==> src/rtl/csa_accum_resolver.sv <==
// Carry-save multi-operand accumulator: compresses one operand per beat into a
// redundant sum/carry pair, then resolves it chunk by chunk into a binary total.
module csa_accum_resolver #(
    parameter int DATA_W  = 4,
    parameter int ACC_W   = 12,
    parameter int CHUNK_W = 4
) (
    input  logic              clk,
    input  logic              rst,
    input  logic              in_valid,
    output logic              in_ready,
    input  logic [DATA_W-1:0] in_data,
    input  logic              in_last,
    output logic              out_valid,
    input  logic              out_ready,
    output logic [ACC_W-1:0]  out_sum,
    output logic              out_ovf,
    output logic              busy
);

    localparam int NCH = ACC_W / CHUNK_W;
    localparam int KW  = (NCH > 1) ? $clog2(NCH) : 1;
    localparam logic [KW-1:0] K_LAST = KW'(NCH - 1);

    typedef enum logic [1:0] {
        S_ACC,
        S_RESOLVE,
        S_HOLD
    } state_t;

    state_t             state_q, state_d;
    logic [ACC_W-1:0]   s_q, s_d;
    logic [ACC_W-1:0]   c_q, c_d;
    logic [ACC_W-1:0]   res_q, res_d;
    logic               ovf_q, ovf_d;
    logic               ovf_out_q, ovf_out_d;
    logic               rc_q, rc_d;
    logic [KW-1:0]      k_q, k_d;

    logic [ACC_W-1:0]   x;
    logic [ACC_W-1:0]   maj;
    logic [CHUNK_W:0]   csum;

    always_ff @(posedge clk or posedge rst) begin
        if (rst) begin
            state_q   <= S_ACC;
            s_q       <= '0;
            c_q       <= '0;
            res_q     <= '0;
            ovf_q     <= 1'b0;
            ovf_out_q <= 1'b0;
            rc_q      <= 1'b0;
            k_q       <= '0;
        end else begin
            state_q   <= state_d;
            s_q       <= s_d;
            c_q       <= c_d;
            res_q     <= res_d;
            ovf_q     <= ovf_d;
            ovf_out_q <= ovf_out_d;
            rc_q      <= rc_d;
            k_q       <= k_d;
        end
    end

    always_comb begin
        state_d   = state_q;
        s_d       = s_q;
        c_d       = c_q;
        res_d     = res_q;
        ovf_d     = ovf_q;
        ovf_out_d = ovf_out_q;
        rc_d      = rc_q;
        k_d       = k_q;
        x         = ACC_W'(in_data);
        maj       = (s_q & c_q) | (s_q & x) | (c_q & x);
        csum      = {1'b0, s_q[k_q*CHUNK_W +: CHUNK_W]}
                  + {1'b0, c_q[k_q*CHUNK_W +: CHUNK_W]}
                  + (CHUNK_W+1)'(rc_q);

        case (state_q)
            S_ACC: begin
                if (in_valid) begin
                    s_d = s_q ^ c_q ^ x;
                    c_d = maj << 1;
                    // A majority bit shifted out of the top is a carry worth 2^ACC_W.
                    if (maj[ACC_W-1]) ovf_d = 1'b1;
                    if (in_last) begin
                        state_d = S_RESOLVE;
                        k_d     = '0;
                        rc_d    = 1'b0;
                    end
                end
            end
            S_RESOLVE: begin
                res_d[k_q*CHUNK_W +: CHUNK_W] = csum[CHUNK_W-1:0];
                rc_d = csum[CHUNK_W];
                k_d  = KW'(k_q + 1'b1);
                if (k_q == K_LAST) begin
                    ovf_d     = ovf_q | csum[CHUNK_W];
                    ovf_out_d = ovf_q | csum[CHUNK_W];
                    state_d   = S_HOLD;
                end
            end
            S_HOLD: begin
                if (out_ready) begin
                    s_d       = '0;
                    c_d       = '0;
                    res_d     = '0;
                    ovf_d     = 1'b0;
                    ovf_out_d = 1'b0;
                    rc_d      = 1'b0;
                    state_d   = S_ACC;
                end
            end
            default: state_d = S_ACC;
        endcase
    end

    assign in_ready  = (state_q == S_ACC);
    assign busy      = (state_q != S_ACC);
    assign out_valid = (state_q == S_HOLD);
    assign out_sum   = res_q;
    assign out_ovf   = ovf_out_q;

endmodule

==> config.mk <==
export PLATFORM = sky130hd
export DESIGN_NAME = csa_accum_resolver
export DESIGN_NICKNAME = d
export VERILOG_FILES = /design/src/rtl/csa_accum_resolver.sv
export SDC_FILE = /design/constraint.sdc
export NUM_CORES = 1
export LEC_CHECK = 0
export BUFFER_PORTS_ARGS = -buffer_cell sky130_fd_sc_hd__buf_4
export CORE_UTILIZATION = 55
export CTS_BUF_LIST = sky130_fd_sc_hd__clkbuf_8
export CTS_CLUSTER_DIAMETER = 100
export DETAILED_ROUTE_END_ITERATION = 16
export PLACE_DENSITY = 0.77
export SLEW_MARGIN = 5
export SYNTH_ARGS = -nofsm -noshare
export SYNTH_HDL_FRONTEND = slang
export SYNTH_SLANG_ARGS = --single-unit
==> constraint.sdc <==
create_clock -name clk -period 2.96 [get_ports clk]
set_input_delay 0.592 -clock clk [delete_from_list [all_inputs] [get_ports clk]]
set_output_delay 0.592 -clock clk [all_outputs]
set_load 0.02 [all_outputs]
==> summary.txt, run 1 <==
Crit path cell chain = buf_4 > mux2i_1 > o22ai_1 > fa_1 > a21o_1 > a21oi_1 > a22oi_1
Endpoint class of the critical path = flop
FF-to-FF setup slack = 560 ps
Number of buffers inserted by post-CTS setup repair = 0
1st-pass router iterations = 4
M3 GR Usage = 6.55%
Initial standard-cell utilization of the core = 59.3%
Outcome = finished, final reports clean
Overall overflow remaining after global route = 0
Number of unique standard cell types used by synthesis = 39
Total number of clock tree sinks = 42
Drt total wl = 4510 um
Maximum level of the CTS H-tree = 2
Final min period = 2400 ps
Classification of the worst setup path = reg2reg
Share of the cycle needed by the critical path after routing = 81.2%
Detailed Route Iter0 Violations = 116
Slew HR = 47.5%
Maximum clock insertion buffer count = 2
Antenna violations before repair = 0
Worst-margin pin slew = 787 ps
Slowest cell delay on critical path = 490 ps
Share of power burned in combinational logic = 45.6%
Number of synthesized flops with an enable pin = 0
Clock tree skew after final layout = 7.02 ps
Skew-Pair Late Insertion Delay = 300 ps
Number of global-route vias before repair = 1703
Signal arrival time at the worst endpoint = 2560 ps
Global-route met2 utilization = 42.0%
FF+latch count, synth = 42
Type of the tightest min-delay check = in2async
CP Depth = 7
Clock network power share = 17.5%
Count of final setup violators = 0
Predominant post-synthesis flop cell = dfrtp_1
Standard-cell row count = 22
Data required time of the critical path = 3120 ps
Path depth of the worst reg2reg path = 7
Growth of design area from synthesis to finish = 13.1%
Total leakage power = 1.27 nW
Overall die height = 66.0 um
Antenna diode instance count = 0
Count of mapped cells out of synthesis = 196
Terminus of the critical flop-to-flop path = out_ovf$_DFFE_PP0P_
Fraction of final layout cells with drive strength greater than 1 = 16.4%
Gp weighted congestion = 0.942
Fraction of power spent switching nets = 40.8%
Number of violations of the max-capacitance limit = 0
Post-route antenna net violation count = 0
Drt drc = 0
CTS buffer count = 5
Vias per std cell = 6.10
Area of the mapped netlist = 0.00225 mm2
Switching component of the power = 1.02 mW
Highest ir drop seen on vdd = 0.401 mV
Count of nets after finishing = 248
Post-route worst setup slack = 558 ps
Maximum achievable frequency = 416 MHz
Count of yosys warnings during synthesis = 0
Number of buffer and inverter stages on the critical path = 1
Kind of launch point of the worst setup path = flop
Cell area power density = 980 mW/mm2
Reg2reg start = k_q[1]$_DFFE_PP0P_
Critical path startpoint = k_q[1]$_DFFE_PP0P_
Family with the most delay on the worst path = compound AO/OA/AOI/OAI gates
Std-Cell Core Area = 0.00380 mm2
Share of total power in sequential cells = 36.9%
Crit path max fanout = 11
Root Buffer Master = clkbuf_8
Busiest metal layer after global routing = met2
Setup repair after global routing missed its margin = no
Worst setup path endpoint = out_ovf$_DFFE_PP0P_
Net Count, Synth = 226
TNS Setup = 0 ps
Wire length of the first global-routing pass = 7870 um
Post-cts sizing count = 0
Cell with the biggest individual delay on the critical path = fa_1
Number of port buffers = 24
All-Layer GR Usage = 24.6%
Clock-pin slew on the worst setup and hold paths = 80 ps
Synth Area per Inst = 11.5 um2
Total number of vias = 1630
# hold bufs at CTS = 0
Final hold viol count = 0
Part of the Yosys area used for sequential elements = 46.6%
Async set-reset flop share out of synthesis = 100%
Die Span X = 66.0 um
Number of max-slew violations in the final report = 0
TritonCTS clock tree = yes
Met1 demand-to-capacity share in global routing = 29.1%
Post-placement setup slack = 598 ps
IO Count = 25
Detailed placement HPWL = 3450 um
Average wire length per cell after detail routing = 16.9 um
Cell internal power dissipation = 1.48 mW
Die Area = 0.00436 mm2
Largest net degree at the start of global routing = 26
cell type report:
class                      count  area, um2
clock buffer                   5       68.8
clock inverter                 3       37.5
fill                         305       1250
inverter                      12       45.0
multi-input combinational    130       1080
sequential                    42       1050
tap                           48       60.1
timing repair buffer          27        203
worst min path at each step:
stage / startpoint / to / cells after the start
after global placement: out_sum[8]$_DFFE_PP0P_ / out_sum[8]$_DFFE_PP0P_ / 1
final: rst / out_sum[5]$_DFFE_PP0P_ / 2
after CTS: rst / out_sum[4]$_DFFE_PP0P_ / 2
after detailed placement: out_sum[0]$_DFFE_PP0P_ / out_sum[0]$_DFFE_PP0P_ / 1
after floorplan: c_q[8]$_DFFE_PP0P_ / c_q[8]$_DFFE_PP0P_ / 1
after global routing: rst / out_sum[6]$_DFFE_PP0P_ / 2
layer usage:
metal / routed length (um) / vias up
li1: - / 763
met1: 1840 / 802
met2: 2340 / 51
met3: 214 / 14
met4: 107 / 0
met5: 0 / -
synthesized netlist by cell type, drive strengths merged (5+ instances only):
| master | instances | area [um2] |
|---|---|---|
| a22o | 23 | 201 |
| nand2 | 11 | 41.3 |
| mux2i | 8 | 80.1 |
| ha | 16 | 200 |
| o21ai | 7 | 35.0 |
| o22ai | 5 | 31.3 |
| a21oi | 7 | 35.0 |
| inv | 12 | 45.0 |
| fa | 5 | 100 |
| buf | 9 | 62.6 |
| dfrtp | 42 | 1050 |
| o2bb2ai | 8 | 70.1 |
power groups by stage:
stage	combinational (mW)	clock, mW	sequential [mW]
finish	1.14	0.436	0.922
global route	1.27	0.469	0.955
CTS	1.15	0.441	0.924
detailed placement	1.14	0	0.935
global placement	1.10	0	0.921
floorplan	0.812	0	0.933
logic make-up (layout without fill, tap and decap cells):
| logic type | after synthesis | count (layout) | share of synthesized area (%) |
|---|---|---|---|
| AOI/OAI and AO/OA | 64 | 64 | 21.4 |
| DFF | 42 | 42 | 46.6 |
| and+or+nand+nor | 35 | 35 | 8.88 |
| buffers and inverters | 24 | 47 | 5.27 |
| adders and majority gates | 21 | 21 | 13.3 |
| muxes | 9 | 9 | 4.05 |
| xor gates and xnor gates | 1 | 1 | 0.389 |
placed cells by master (no fill, tap or decap), types with 2 or more instances in the layout:
master	netlist	routed
nand3b_1	4	4
a21o_1	3	3
o21ai_0	3	3
mux2i_1	8	8
o211ai_1	4	4
or2_1	2	2
nor2b_1	3	3
nor2_1	3	3
o2bb2ai_1	8	8
o21ai_1	4	4
a22o_1	23	23
nand2b_1	2	2
clkbuf_8	0	5
inv_1	11	13
nand3_1	4	4
and3b_1	2	2
a21oi_1	7	7
buf_4	2	27
nand2_1	11	11
fa_1	5	5
dfrtp_1	42	42
o22ai_1	5	5
ha_1	16	16
state kept, by name, indices dropped and copies added, names as in the netlist:
signal,flops
ovf_q,1
out_ovf,1
out_sum,12
k_q,2
state_q,2
s_q,12
rc_q,1
c_q,11
metrics by stage:
step                      util (%)  hold WS [ps]  cell area (um2)  std cells  total power, mW
after global placement        64.3           476             2440        259             2.02
after global routing          67.1           438             2550        267             2.69
final                         67.1           389             2550        267             2.50
after CTS                     67.1           408             2550        267             2.52
after detailed placement      64.3           479             2440        259             2.08
after floorplan                  -           493             2250        196             1.74
worst register-to-register path: stages (launching register included):
cell and delay [ps]:
dfrtp_1 470, buf_4 260, mux2i_1 280, o22ai_1 180, fa_1 490, a21o_1 170
a21oi_1 280, a22oi_1 150
Power figures use the tool's default switching activity.
==> inputs of run 2 (changes only) <==
CORE_UTILIZATION = 54   (was 55)
PLACE_DENSITY = 0.78   (was 0.77)
clock period = 2.02 ns   (was 2.96 ns; I/O delays follow)
==> summary.txt, run 2 (synthesized netlist as in run 1, its figures left out) <==
Signal arrival time at the worst endpoint = 2250 ps (-310 ps)
Final min period = 2090 ps (-308 ps)
Number of filler instances in the final layout = 314 (+3.0%)
TNS Setup = -206 ps (-206 ps)
Final instance area = 0.00264 mm2 (+3.4%)
# hold bufs at CTS = 0 (unchanged)
Total number of clock tree sinks = 42 (unchanged)
Overall die height = 66.6 um (+0.89%)
Detailed Route Iter0 Violations = 144 (+24%)
Number of violations of the max-capacitance limit = 0 (unchanged)
Number of max-slew violations in the final report = 0 (unchanged)
Post-placement setup slack = -79.8 ps (-678 ps)
M3 GR Usage = 5.14% (-1.4 points)
Maximum clock insertion buffer count = 2 (unchanged)
Met1 demand-to-capacity share in global routing = 29.4% (+0.29 points)
TritonCTS clock tree = yes
Std-Cell Core Area = 0.00400 mm2 (+5.3%)
Classification of the worst setup path = reg2reg
Kind of launch point of the worst setup path = flop
Fraction of final layout cells with drive strength greater than 1 = 24.6% (+8.1 points)
Data required time of the critical path = 2170 ps (-950 ps)
Share of the cycle needed by the critical path after routing = 104% (+22 points)
Die Span X = 66.6 um (+0.89%)
Wire length of the first global-routing pass = 7740 um (-1.7%)
Initial standard-cell utilization of the core = 56.3% (-3.0 points)
Global-route met2 utilization = 40.8% (-1.2 points)
Slew HR = 46.3% (-1.2 points)
CTS buffer count = 5 (unchanged)
Vias per std cell = 5.91 (-3.2%)
Clock-pin slew on the worst setup and hold paths = 80 ps (about the same)
Non-filler instance count after layout = 278 (+4.1%)
Largest net degree at the start of global routing = 43 (+65%)
Detailed placement HPWL = 3570 um (+3.6%)
Total number of vias = 1642 (+0.74%)
Maximum level of the CTS H-tree = 2 (unchanged)
Clock tree skew after final layout = 1.80 ps (-5.22 ps)
Average wire length per cell after detail routing = 16.9 um (about the same)
Total leakage power = 1.31 nW (+2.9%)
Antenna violations before repair = 0 (unchanged)
Number of global-route vias before repair = 1682 (-1.2%)
Final hold viol count = 0 (unchanged)
Antenna diode instance count = 0 (unchanged)
Gp weighted congestion = 0.824 (-12%)
Maximum achievable frequency = 478 MHz (+15%)
Post-route antenna net violation count = 0 (unchanged)
1st-pass router iterations = 4 (unchanged)
Standard-cell row count = 23 (+4.5%)
Inst Count DP = 270 (+4.2%)
Count of nets after finishing = 257 (+3.6%)
Number of buffers inserted by post-CTS setup repair = 0 (unchanged)
Endpoint class of the critical path = flop
All-Layer GR Usage = 23.6% (-0.97 points)
Number of port buffers = 24 (unchanged)
Type of the tightest min-delay check = in2async
Setup repair after global routing missed its margin = yes
Cell area power density = 1420 mW/mm2 (+45%)
Busiest metal layer after global routing = met2
Leading cell types in the layout, fill and taps excluded = 41 x dfrtp_1, 36 x buf_4, 23 x a22o_1, 16 x ha_1, 11 x nand2_1
Post-route worst setup slack = -73.6 ps (-632 ps)
Die Area = 0.00444 mm2 (+1.8%)
Drt total wl = 4700 um (+4.2%)
Final worst hold slack = 251 ps (-138 ps)
Crit path max fanout = 4 (-7)
Drt drc = 0 (unchanged)
Highest ir drop seen on vdd = 0.715 mV (+78%)
Outcome = finished, violations left
Placed inst area = 0.00253 mm2 (+3.5%)
Violated checks = negative setup slack
Worst-margin pin slew = 806 ps (+18.6 ps)
Skew-Pair Late Insertion Delay = 280 ps (-20 ps)
Commonest non-fill, non-tap cell in the layout = dfrtp_1
Root Buffer Master = clkbuf_8
Overall overflow remaining after global route = 0 (unchanged)
Count of final setup violators = 4 (+4)
IO Count = 25 (unchanged)
Growth of design area from synthesis to finish = 16.9%
==> run 2: changes by cell type in the layout (fill, tap and decap cells not counted), moves of 2 or more <==
cell	delta
inv_1	-3
fa_1	-2
a21oi_2	+3
a21oi_1	-3
inv_2	+2
fa_2	+2
buf_4	+9
==> run 2: what timing repair did <==
item	4_1_cts	5_1_grt
hold endpoints to repair	0	0
endpoints found under the setup margin	7	12
resized for setup	2	3
pin swaps	5	2
==> run 2: worst paths after layout <==
check	start	end	slack, ps	cells past startpoint
worst min register to register	out_sum[10]$_DFFE_PP0P_	out_sum[10]$_DFFE_PP0P_	500	1
worst max register to register	k_q[1]$_DFFE_PP0P_	ovf_q$_DFFE_PP0P_	-70	9
worst max-delay path	k_q[1]$_DFFE_PP0P_	ovf_q$_DFFE_PP0P_	-70	9
worst min-delay path	rst	out_sum[5]$_DFFE_PP0P_	250	3
max in group asynchronous	rst	k_q[0]$_DFFE_PP0P_	1390	3
min in group clk	out_ready	state_q[1]$_DFFE_PP0P_	330	2
==> run 2: final cells by class <==
class	count	area, um2	share of cell area [%]
clock buffer	6	82.6	3.13
clock inverter	2	8.76	0.332
inverter	12	45.0	1.71
multi-input combinational	130	1110	42.3
sequential	42	1050	39.9
tap	50	62.6	2.37
timing repair buffer	36	270	10.3
==> run 2: layer usage <==
layer  vias up  part of all wire [%]  wire [um]
met5         -                     0          0
met2        38                    51       2420
met3         6                   2.5        118
li1        788                     -          -
met4         0                   1.1         53
met1       810                    45       2110
==> run 2: critical path: stages (launching register included) <==
cell and delay (ps):
dfrtp_1 400, buf_4 160, and3_1 170, a21oi_2 130
fa_2 230, inv_2 40, fa_2 360, a21o_1 180
a21oi_2 190, o211ai_1 120
==> run 2: through the flow <==
stage               power (mW)  utilization [%]
floorplan                 2.61                -
global placement          3.11             63.2
detailed placement        3.18             63.2
CTS                       3.74             65.6
global route              4.02             65.9
finish                    3.74             65.9
==> run 2: power breakdown <==
| part | switching [mW] | internal (mW) |
|---|---|---|
| logic | 1.05 | 0.838 |
| clock network | 0.275 | 0.271 |
| registers | 0.225 | 1.09 |
| total | 1.55 | 2.20 |
